## config.mk

```make
export PLATFORM = sky130hd
export DESIGN_NAME = cfu_requant
export DESIGN_NICKNAME = d
export VERILOG_FILES = /design/src/rtl/cfu_requant_pkg.sv /design/src/rtl/cfu_requant_srdhm.sv /design/src/rtl/cfu_requant.sv
export SDC_FILE = /design/constraint.sdc
export NUM_CORES = 2
export LEC_CHECK = 0
export CORE_MARGIN = 2
export CORE_UTILIZATION = 30
export CTS_CLUSTER_SIZE = 25
export DETAILED_ROUTE_END_ITERATION = 8
export SLEW_MARGIN = 20
export SYNTH_ARGS = -nofsm -noshare
export SYNTH_HDL_FRONTEND = slang
export SYNTH_SLANG_ARGS = --single-unit
```

## constraint.sdc

```tcl
create_clock -name clk -period 19.8 [get_ports clk]
set_input_delay 3.96 -clock clk [delete_from_list [all_inputs] [get_ports clk]]
set_output_delay 3.96 -clock clk [all_outputs]
set_load 0.02 [all_outputs]
```

## src/rtl/cfu_requant_pkg.sv

```systemverilog
// Shared types and constants for the cfu_requant int8 requantization pipeline.
package cfu_requant_pkg;

    localparam int unsigned ACC_W = 32;
    localparam int unsigned OUT_W = 8;
    localparam int unsigned SEL_W = 3;
    localparam int unsigned SH_W  = 6;
    localparam int unsigned LANES = ACC_W / OUT_W;
    localparam int unsigned LANE_W = 2;

    typedef enum logic [SEL_W-1:0] {
        REQ_BIAS    = 3'd0,
        REQ_MULT    = 3'd1,
        REQ_SHIFT   = 3'd2,
        REQ_OFFSET  = 3'd3,
        REQ_ACT_MIN = 3'd4,
        REQ_ACT_MAX = 3'd5
    } req_sel_e;

    localparam logic [ACC_W-1:0] REQ_MULT_DEFAULT = 32'h4000_0000;
    localparam logic [ACC_W-1:0] INT8_MIN         = 32'hFFFF_FF80;
    localparam logic [ACC_W-1:0] INT8_MAX         = 32'h0000_007F;
    localparam logic [ACC_W-1:0] INT32_MIN        = 32'h8000_0000;
    localparam logic [ACC_W-1:0] INT32_MAX        = 32'h7FFF_FFFF;

endpackage

```

## src/rtl/cfu_requant_srdhm.sv

```systemverilog
// Saturating rounding doubling high multiply: y = round(a*b / 2^31), INT32_MIN^2 saturates.
module cfu_srdhm
    import cfu_requant_pkg::*;
(
    input  logic [ACC_W-1:0] a_i,
    input  logic [ACC_W-1:0] b_i,
    output logic [ACC_W-1:0] y_o
);

    localparam int unsigned P_W = 2 * ACC_W;
    localparam logic signed [P_W-1:0] NUDGE_POS = 64'sd1 <<< 30;
    localparam logic signed [P_W-1:0] NUDGE_NEG = 64'sd1 - NUDGE_POS;

    logic signed [ACC_W-1:0] a_s;
    logic signed [ACC_W-1:0] b_s;
    logic signed [P_W-1:0]   prod;
    logic signed [P_W-1:0]   sum;

    always_comb begin
        a_s  = a_i;
        b_s  = b_i;
        prod = P_W'(a_s) * P_W'(b_s);
        sum  = prod + (prod[P_W-1] ? NUDGE_NEG : NUDGE_POS);
        y_o  = ACC_W'(sum >>> 31);
        if (a_i == INT32_MIN && b_i == INT32_MIN) begin
            y_o = INT32_MAX;
        end
    end

endmodule

```

## src/rtl/cfu_requant.sv

```systemverilog
// 4-stage valid/ready int8 requantizer (bias, SRDHM, rounding shift, offset, clamp).
// Define CFU_REQUANT_PACK_EN to pack four int8 results per 32-bit output word.
module cfu_requant
    import cfu_requant_pkg::*;
(
    input  logic             clk,
    input  logic             reset,
    input  logic             cfg_valid,
    input  logic [SEL_W-1:0] cfg_sel,
    input  logic [ACC_W-1:0] cfg_data,
    input  logic             in_valid,
    output logic             in_ready,
    input  logic [ACC_W-1:0] in_acc,
    input  logic             in_flush,
    output logic             out_valid,
    input  logic             out_ready,
    output logic [ACC_W-1:0] out_data,
    output logic             busy
);

    logic [ACC_W-1:0] bias_q, mult_q, off_q, amin_q, amax_q;
    logic [SH_W-1:0]  shift_q;

    logic             s1_v_q, s2_v_q, s3_v_q;
    logic [ACC_W-1:0] s1_x_q, s2_y_q, s3_z_q;
    logic [ACC_W-1:0] s1_x_d, s2_y_d, s3_z_d;
    logic             out_valid_q, out_valid_d;
    logic [ACC_W-1:0] out_data_q, out_data_d;
    logic             stall, adv;

    // Config bank, read live by all stages
    always_ff @(posedge clk) begin
        if (reset) begin
            bias_q  <= '0;
            mult_q  <= REQ_MULT_DEFAULT;
            shift_q <= '0;
            off_q   <= '0;
            amin_q  <= INT8_MIN;
            amax_q  <= INT8_MAX;
        end else if (cfg_valid) begin
            case (req_sel_e'(cfg_sel))
                REQ_BIAS:    bias_q  <= cfg_data;
                REQ_MULT:    mult_q  <= cfg_data;
                REQ_SHIFT:   shift_q <= cfg_data[SH_W-1:0];
                REQ_OFFSET:  off_q   <= cfg_data;
                REQ_ACT_MIN: amin_q  <= cfg_data;
                REQ_ACT_MAX: amax_q  <= cfg_data;
                default: ;
            endcase
        end
    end

    assign stall    = out_valid_q & ~out_ready;
    assign adv      = ~stall;
    assign in_ready = adv;
    assign busy     = s1_v_q | s2_v_q | s3_v_q | out_valid_q;
    assign out_valid = out_valid_q;
    assign out_data  = out_data_q;

    // S1: bias add and optional left shift
    always_comb begin
        s1_x_d = in_acc + bias_q;
        if (!shift_q[SH_W-1] && shift_q != '0) begin
            s1_x_d = s1_x_d << shift_q[SH_W-2:0];
        end
    end

    // S2: fixed-point multiply
    cfu_srdhm u_srdhm (
        .a_i (s1_x_q),
        .b_i (mult_q),
        .y_o (s2_y_d)
    );

    // S3: rounding right shift, half away from zero
    logic [4:0]       rs_e;
    logic [ACC_W-1:0] rs_mask, rs_rem, rs_th, rs_sh;
    always_comb begin
        rs_e    = 5'(-shift_q);
        rs_mask = (ACC_W'(1) << rs_e) - ACC_W'(1);
        rs_rem  = s2_y_q & rs_mask;
        rs_th   = (rs_mask >> 1) + ACC_W'(s2_y_q[ACC_W-1]);
        rs_sh   = $signed(s2_y_q) >>> rs_e;
        s3_z_d  = s2_y_q;
        if (shift_q[SH_W-1]) begin
            s3_z_d = rs_sh + ACC_W'(rs_rem > rs_th);
        end
    end

    // S4: output offset and activation clamp
    logic [ACC_W-1:0] cl_w, cl_res;
    logic [OUT_W-1:0] res8;
    always_comb begin
        cl_w   = s3_z_q + off_q;
        cl_res = cl_w;
        if ($signed(cl_w) < $signed(amin_q)) begin
            cl_res = amin_q;
        end else if ($signed(cl_w) > $signed(amax_q)) begin
            cl_res = amax_q;
        end
        res8 = OUT_W'(cl_res);
    end

`ifdef CFU_REQUANT_PACK_EN
    logic              s1_f_q, s2_f_q, s3_f_q;
    logic [LANE_W-1:0] lane_q, lane_d;
    logic [ACC_W-1:0]  pbuf_q, pbuf_d, word;

    // Lane packer: emit on the fourth lane or a flushed element
    always_comb begin
        out_valid_d = out_valid_q;
        out_data_d  = out_data_q;
        lane_d      = lane_q;
        pbuf_d      = pbuf_q;
        word        = pbuf_q | (ACC_W'(res8) << {lane_q, 3'b000});
        if (adv) begin
            out_valid_d = 1'b0;
            if (s3_v_q) begin
                if (lane_q == LANE_W'(LANES - 1) || s3_f_q) begin
                    out_valid_d = 1'b1;
                    out_data_d  = word;
                    pbuf_d      = '0;
                    lane_d      = '0;
                end else begin
                    pbuf_d = word;
                    lane_d = lane_q + LANE_W'(1);
                end
            end
        end
    end

    always_ff @(posedge clk) begin
        if (reset) begin
            s1_f_q <= 1'b0;
            s2_f_q <= 1'b0;
            s3_f_q <= 1'b0;
            lane_q <= '0;
            pbuf_q <= '0;
        end else begin
            lane_q <= lane_d;
            pbuf_q <= pbuf_d;
            if (adv) begin
                s1_f_q <= in_flush & in_valid;
                s2_f_q <= s1_f_q;
                s3_f_q <= s2_f_q;
            end
        end
    end
`else
    logic unused_flush;
    assign unused_flush = in_flush;

    always_comb begin
        out_valid_d = out_valid_q;
        out_data_d  = out_data_q;
        if (adv) begin
            out_valid_d = s3_v_q;
            if (s3_v_q) begin
                out_data_d = {{(ACC_W - OUT_W){res8[OUT_W-1]}}, res8};
            end
        end
    end
`endif

    // Stage valids and output registers
    always_ff @(posedge clk) begin
        if (reset) begin
            s1_v_q      <= 1'b0;
            s2_v_q      <= 1'b0;
            s3_v_q      <= 1'b0;
            out_valid_q <= 1'b0;
            out_data_q  <= '0;
        end else begin
            out_valid_q <= out_valid_d;
            out_data_q  <= out_data_d;
            if (adv) begin
                s1_v_q <= in_valid;
                s2_v_q <= s1_v_q;
                s3_v_q <= s2_v_q;
            end
        end
    end

    // Stage data carries no reset; qualified by the valids
    always_ff @(posedge clk) begin
        if (adv) begin
            s1_x_q <= s1_x_d;
            s2_y_q <= s2_y_d;
            s3_z_q <= s3_z_d;
        end
    end

endmodule

```

Yosys cells after proc, flatten, opt, wreduce, memory -nomap -nowiden
Index checks and enable logic that the tools add are counted. Widths: inputs -> output; s select.

Register bits after elaboration: 274. Word-level logic and storage cells: 59.

Add/sub/neg operators: 7. Multiply operators: 1. $lt $le $gt $ge: 3. Eq/ne operators: 7. Shift-type cells: 3. Mux-type cells: 5. Bitwise gates (word level): 7. Reduce and logical (&&, ||, !) cells: 12.

Operators with widths (number): $add 32x32->32 (2); $eq 32x32->1 const B (2); $gt 32x32->1 (2); $mul 32x32->64 (1); $mux 32 (2); $add 63x63->63 (1); $mux 63 (1); $add 31x1->32 (1); $add 32x1->32 (1); $and 32x32->32 (1); $lt 32x32->1 (1); $shl 1x5->32 const A (1); $shl 32x5->32 (1); $sshr 32x5->32 (1); $sub 32x2->32 const B (1); $mux 8 (2); $reduce_and 2->1 (7); $eq 3x2->1 const B (2); $eq 3x3->1 const B (2); $reduce_bool 6->1 (1); $neg 5->5 (1); $eq 3x1->1 const B (1); $logic_not 3->1 (1); $or 1x1->1 (3); other kinds (4) (6).

Depth between registers and ports, before layout
Depth in word-level cells: 7. Mapped depth: 47.

Cells and area by module
From an unflattened synthesis, not the netlist that was laid out.

Cell total of the unflattened synthesis: 7096. Area, all modules: 61615.3 sq um.

Modules (own cells, without submodules): cfu_srdhm (instances 1, cells each 4387, area each 39130.0 sq um, sequential area each 0.0 sq um); cfu_requant (instances 1, cells each 2709, area each 22485.3 sq um, sequential area each 6446.2 sq um).

Least setup slack after synthesis
Ideal clock, no wire load.

Path kind: register to register. Start: register s1_x_q[31]. End: register s2_y_q[31] (data pin). Arrival: 11.511 ns. Data required time: 19.543 ns. Slack: 8.031 ns. Stages on the path, launching flop included: 40. Cell sequence: edfxtp_1 clkbuf_1 nand2_1 inv_1 fa_1 inv_1 fa_1 inv_1 fa_1 fa_1 inv_1 fa_1 inv_1 fa_1 fa_1 fa_1 ha_1 a21o_1 (+4 left out) a221o_1 or3_1 and2_2 inv_2 clkbuf_1 clkbuf_1 ha_1 a21o_1 a21oi_1 o22ai_1 nor3_2 a21oi_2 a311o_2 a21o_1 o41a_1 o221ai_2 nand3_1 nor3b_2.

Cells in the longest elaborated chain, start to end: 3. Elaborated cells on any way between the ends: 5.

Ends and longest elaborated chain: start, declared (line cfu_requant.sv:25) `logic [ACC_W-1:0] s1_x_q, s2_y_q, s3_z_q;`; start signal, assigned (line cfu_requant.sv:187) `s1_x_q <= s1_x_d;`; $mul 32x32->64 (line cfu_requant_srdhm.sv:22) `prod = P_W'(a_s) * P_W'(b_s);`; $mux 63 (line cfu_requant_srdhm.sv:23) `sum = prod + (prod[P_W-1] ? NUDGE_NEG : NUDGE_POS);`; $add 63x63->63 (line cfu_requant_srdhm.sv:23); end signal, assigned (line cfu_requant.sv:188) `s2_y_q <= s2_y_d;`; end, declared (line cfu_requant.sv:25).

Parallel ways exist; a longest one is shown, timed or not. A chain may end at the register's enable or synchronous reset.

Worst setup path in the final report
Start: register mult_q[5]. End: register s2_y_q[29] (data pin).

Cells in the longest elaborated chain, start to end: 3. Elaborated cells on any way between the ends: 5.

Ends and longest elaborated chain: start, declared (line cfu_requant.sv:21) `logic [ACC_W-1:0] bias_q, mult_q, off_q, amin_q, amax_q;`; start signal, assigned (line cfu_requant.sv:43) `REQ_MULT: mult_q <= cfg_data;`; $mul 32x32->64 (line cfu_requant_srdhm.sv:22); $mux 63 (line cfu_requant_srdhm.sv:23); $add 63x63->63 (line cfu_requant_srdhm.sv:23).

Parallel ways exist; a longest one is shown, timed or not.

==> impl_metrics.json <==
{
  "core_um2": 197000,
  "cts_tree": "done",
  "max_stage_delay_ns": 0.92,
  "netlist_area_um2": 59300,
  "synth_warnings": 0,
  "critPathSlowestCell": "fa_1",
  "yosysUniqueCellTypes": 109,
  "rows": 163,
  "clk_path_buf_depth": 3,
  "grt_pass1_vias": 49700,
  "synth_seq_area_share_pct": 10.9,
  "wl_per_cell_um": 19.1,
  "syn2layout_area_growth_pct": 7.66,
  "die_y_um": 449,
  "drive_gt1_share_pct": 4.50,
  "maxSlewHeadroom_pct": 25.7,
  "hold_buffers": 0,
  "hold_viol": 0,
  "synth_cells": 6904,
  "insertion_delay_ns": 0.56,
  "final_cell_mix": "nand2_1 (1187), inv_1 (1164), fa_1 (1084), and2_1 (423), ha_1 (366)",
  "crit_required_ns": 20.07,
  "synth_ff_type": "dfxtp_1",
  "path_common_cell": "fa_1",
  "finalClockSkew_ns": 0.0207,
  "crit_path_start_kind": "flop",
  "antenna_found_initial": 8,
  "layout_commonest_cell": "nand2_1",
  "clkTransAtPathRegs_ns": 0.06,
  "syn_area_per_cell_um2": 8.59,
  "setup_viol": 0,
  "status": "finished, final reports clean",
  "gp_congestion": 0.942,
  "slew_violations": 0,
  "vias": 47500,
  "grt_pass1_wl_um": 286000,
  "hold_path_class": "flop to flop",
  "vdd_ir_drop_max_mv": 0.190,
  "drtIter0Drc": 3489,
  "grtUsageTotal_pct": 17.9,
  "powerDensity_nw_per_um2": 96.3,
  "grt_max_degree": 93,
  "gr-total-overflow": 0,
  "rsz0062_at_grt": "false",
  "cts_made_buffers": 36,
  "whs_path_depth": 2,
  "die_width_um": 449,
  "cts_resized": 0,
  "maxCapViolations": 0,
  "cp.arrival_ns": 14.04,
  "reg2regPathDepth": 37,
  "h-tree-depth": 2,
  "ant_nets": 0,
  "first_pass_iters": 7,
  "finalCriticalPeriod_ns": 13.78,
  "initial_utilization_pct": 30.1,
  "worstPathMaxFanout": 38,
  "worst_pin_slew_ns": 1.11,
  "critPathCaptureType": "flop",
  "finalPower_uw": 6140,
  "cts-root-buf": "clkbuf_16",
  "p_leak_uw": 0.0290,
  "crit_type": "flop to flop",
  "synth-edff-count": 96,
  "avgViaCountPerCell": 5.05,
  "async_reset_ff_share_pct": 0,
  "portBuffers": 106,
  "layout.nets": 8254,
  "postCtsSetupBuffers": 0,
  "routed_wl_um": 180000,
  "fmax_mhz": 72.6,
  "hold_slack_ns": 0.453,
  "dieArea_um2": 201000,
  "num_io_pins": 108,
  "drc": 0,
  "fillers": 20500,
  "cts.sinks": 274,
  "fin_crit_sh_pct": 69.6,
  "synth-seq-cells": 274,
  "tns_ns": 0,
  "dp.final_hpwl_um": 133000,
  "syn_nets": 8427
}
final cells by class:
| class | instances | area (um^2) | area share, % |
|---|---|---|---|
| diodes | 2 | 5.00 | 0.00784 |
| clock buffers | 53 | 1030 | 1.61 |
| clock inverters | 13 | 111 | 0.174 |
| inverters | 1166 | 4380 | 6.86 |
| multi-input cells | 5057 | 46800 | 73.3 |
| flip-flops and latches | 274 | 6450 | 10.1 |
| well taps | 2640 | 3300 | 5.18 |
| repair buffers | 196 | 1730 | 2.72 |
logic make-up (layout without fill, tap and decap cells):
family / count (synthesis) / after routing / synth area share, %
other: 0 / 2 / 0
AOI/OAI and AO/OA: 920 / 920 / 9.74
xor gates and xnor gates: 208 / 208 / 3.09
muxes: 153 / 153 / 3.24
and+or+nand+nor: 2326 / 2326 / 18.5
adders and majority gates: 1450 / 1450 / 44.3
DFF: 274 / 274 / 10.9
buffers and inverters: 1573 / 1428 / 10.3
state kept, by name (all words and copies together) (netlist names):
register and flops:
s3_z_q 32, off_q 32, s1_x_q 32, bias_q 32, out_data 8, amax_q 32
out_valid 1, s2_y_q 32, shift_q 6, s2_v_q 1, mult_q 32, amin_q 32
s3_v_q 1, s1_v_q 1
cells in the mapped netlist (65+ instances only):
cell type / number / area, um^2
a21o_1: 82 / 616
a21oi_1: 363 / 1820
and2_1: 423 / 2650
clkbuf_1: 333 / 1250
dfxtp_1: 178 / 3560
edfxtp_1: 96 / 2880
fa_1: 1084 / 21700
ha_1: 366 / 4580
inv_1: 1164 / 4370
mux2i_1: 65 / 651
nand2_1: 1189 / 4460
nor2_1: 267 / 1000
o21ai_0: 171 / 856
xnor2_1: 137 / 1200
xor2_1: 70 / 613
stage by stage:
step                utilization [%]  cell area (um^2)  setup WS, ns  cells
floorplan                         -             59300          8.03   6904
CTS                            32.4             63800          6.17   9399
global route                   32.4             63800          5.37   9399
detailed placement             31.8             62700          6.22   9333
global placement               31.8             62700          6.32   9333
finish                         32.4             63800          6.02   9401
path summary, 6_finish.rpt:
kind                   start    endpoint  slack (ns)
setup / recovery   mult_q[5]  s2_y_q[29]        6.02
hold / removal    amax_q[14]  amax_q[14]        0.45
hold reg to reg   amax_q[14]  amax_q[14]        0.45
setup reg to reg   mult_q[5]  s2_y_q[29]        6.02
metal layers:
| metal | share of wire [%] | track usage, % |
|---|---|---|
| met2 | 47 | 29.9 |
| met5 | 0.0039 | 0 |
| met3 | 7.6 | 2.95 |
| met1 | 41 | 23.4 |
| met4 | 3.7 | 5.93 |
report_power, final:
group | internal [uW] | switching, uW
registers | 823 | 107
clock network | 375 | 265
logic | 1770 | 2810
worst max-delay path, delay by kind of cell, from the launching register on:
kind            cells  cell delay [ns]
compound gates     15             3.85
flops               1             0.30
buf+inv             7             2.17
simple gates        5             1.79
fa+ha+maj          10             5.24
Power figures use the tool's default switching activity.
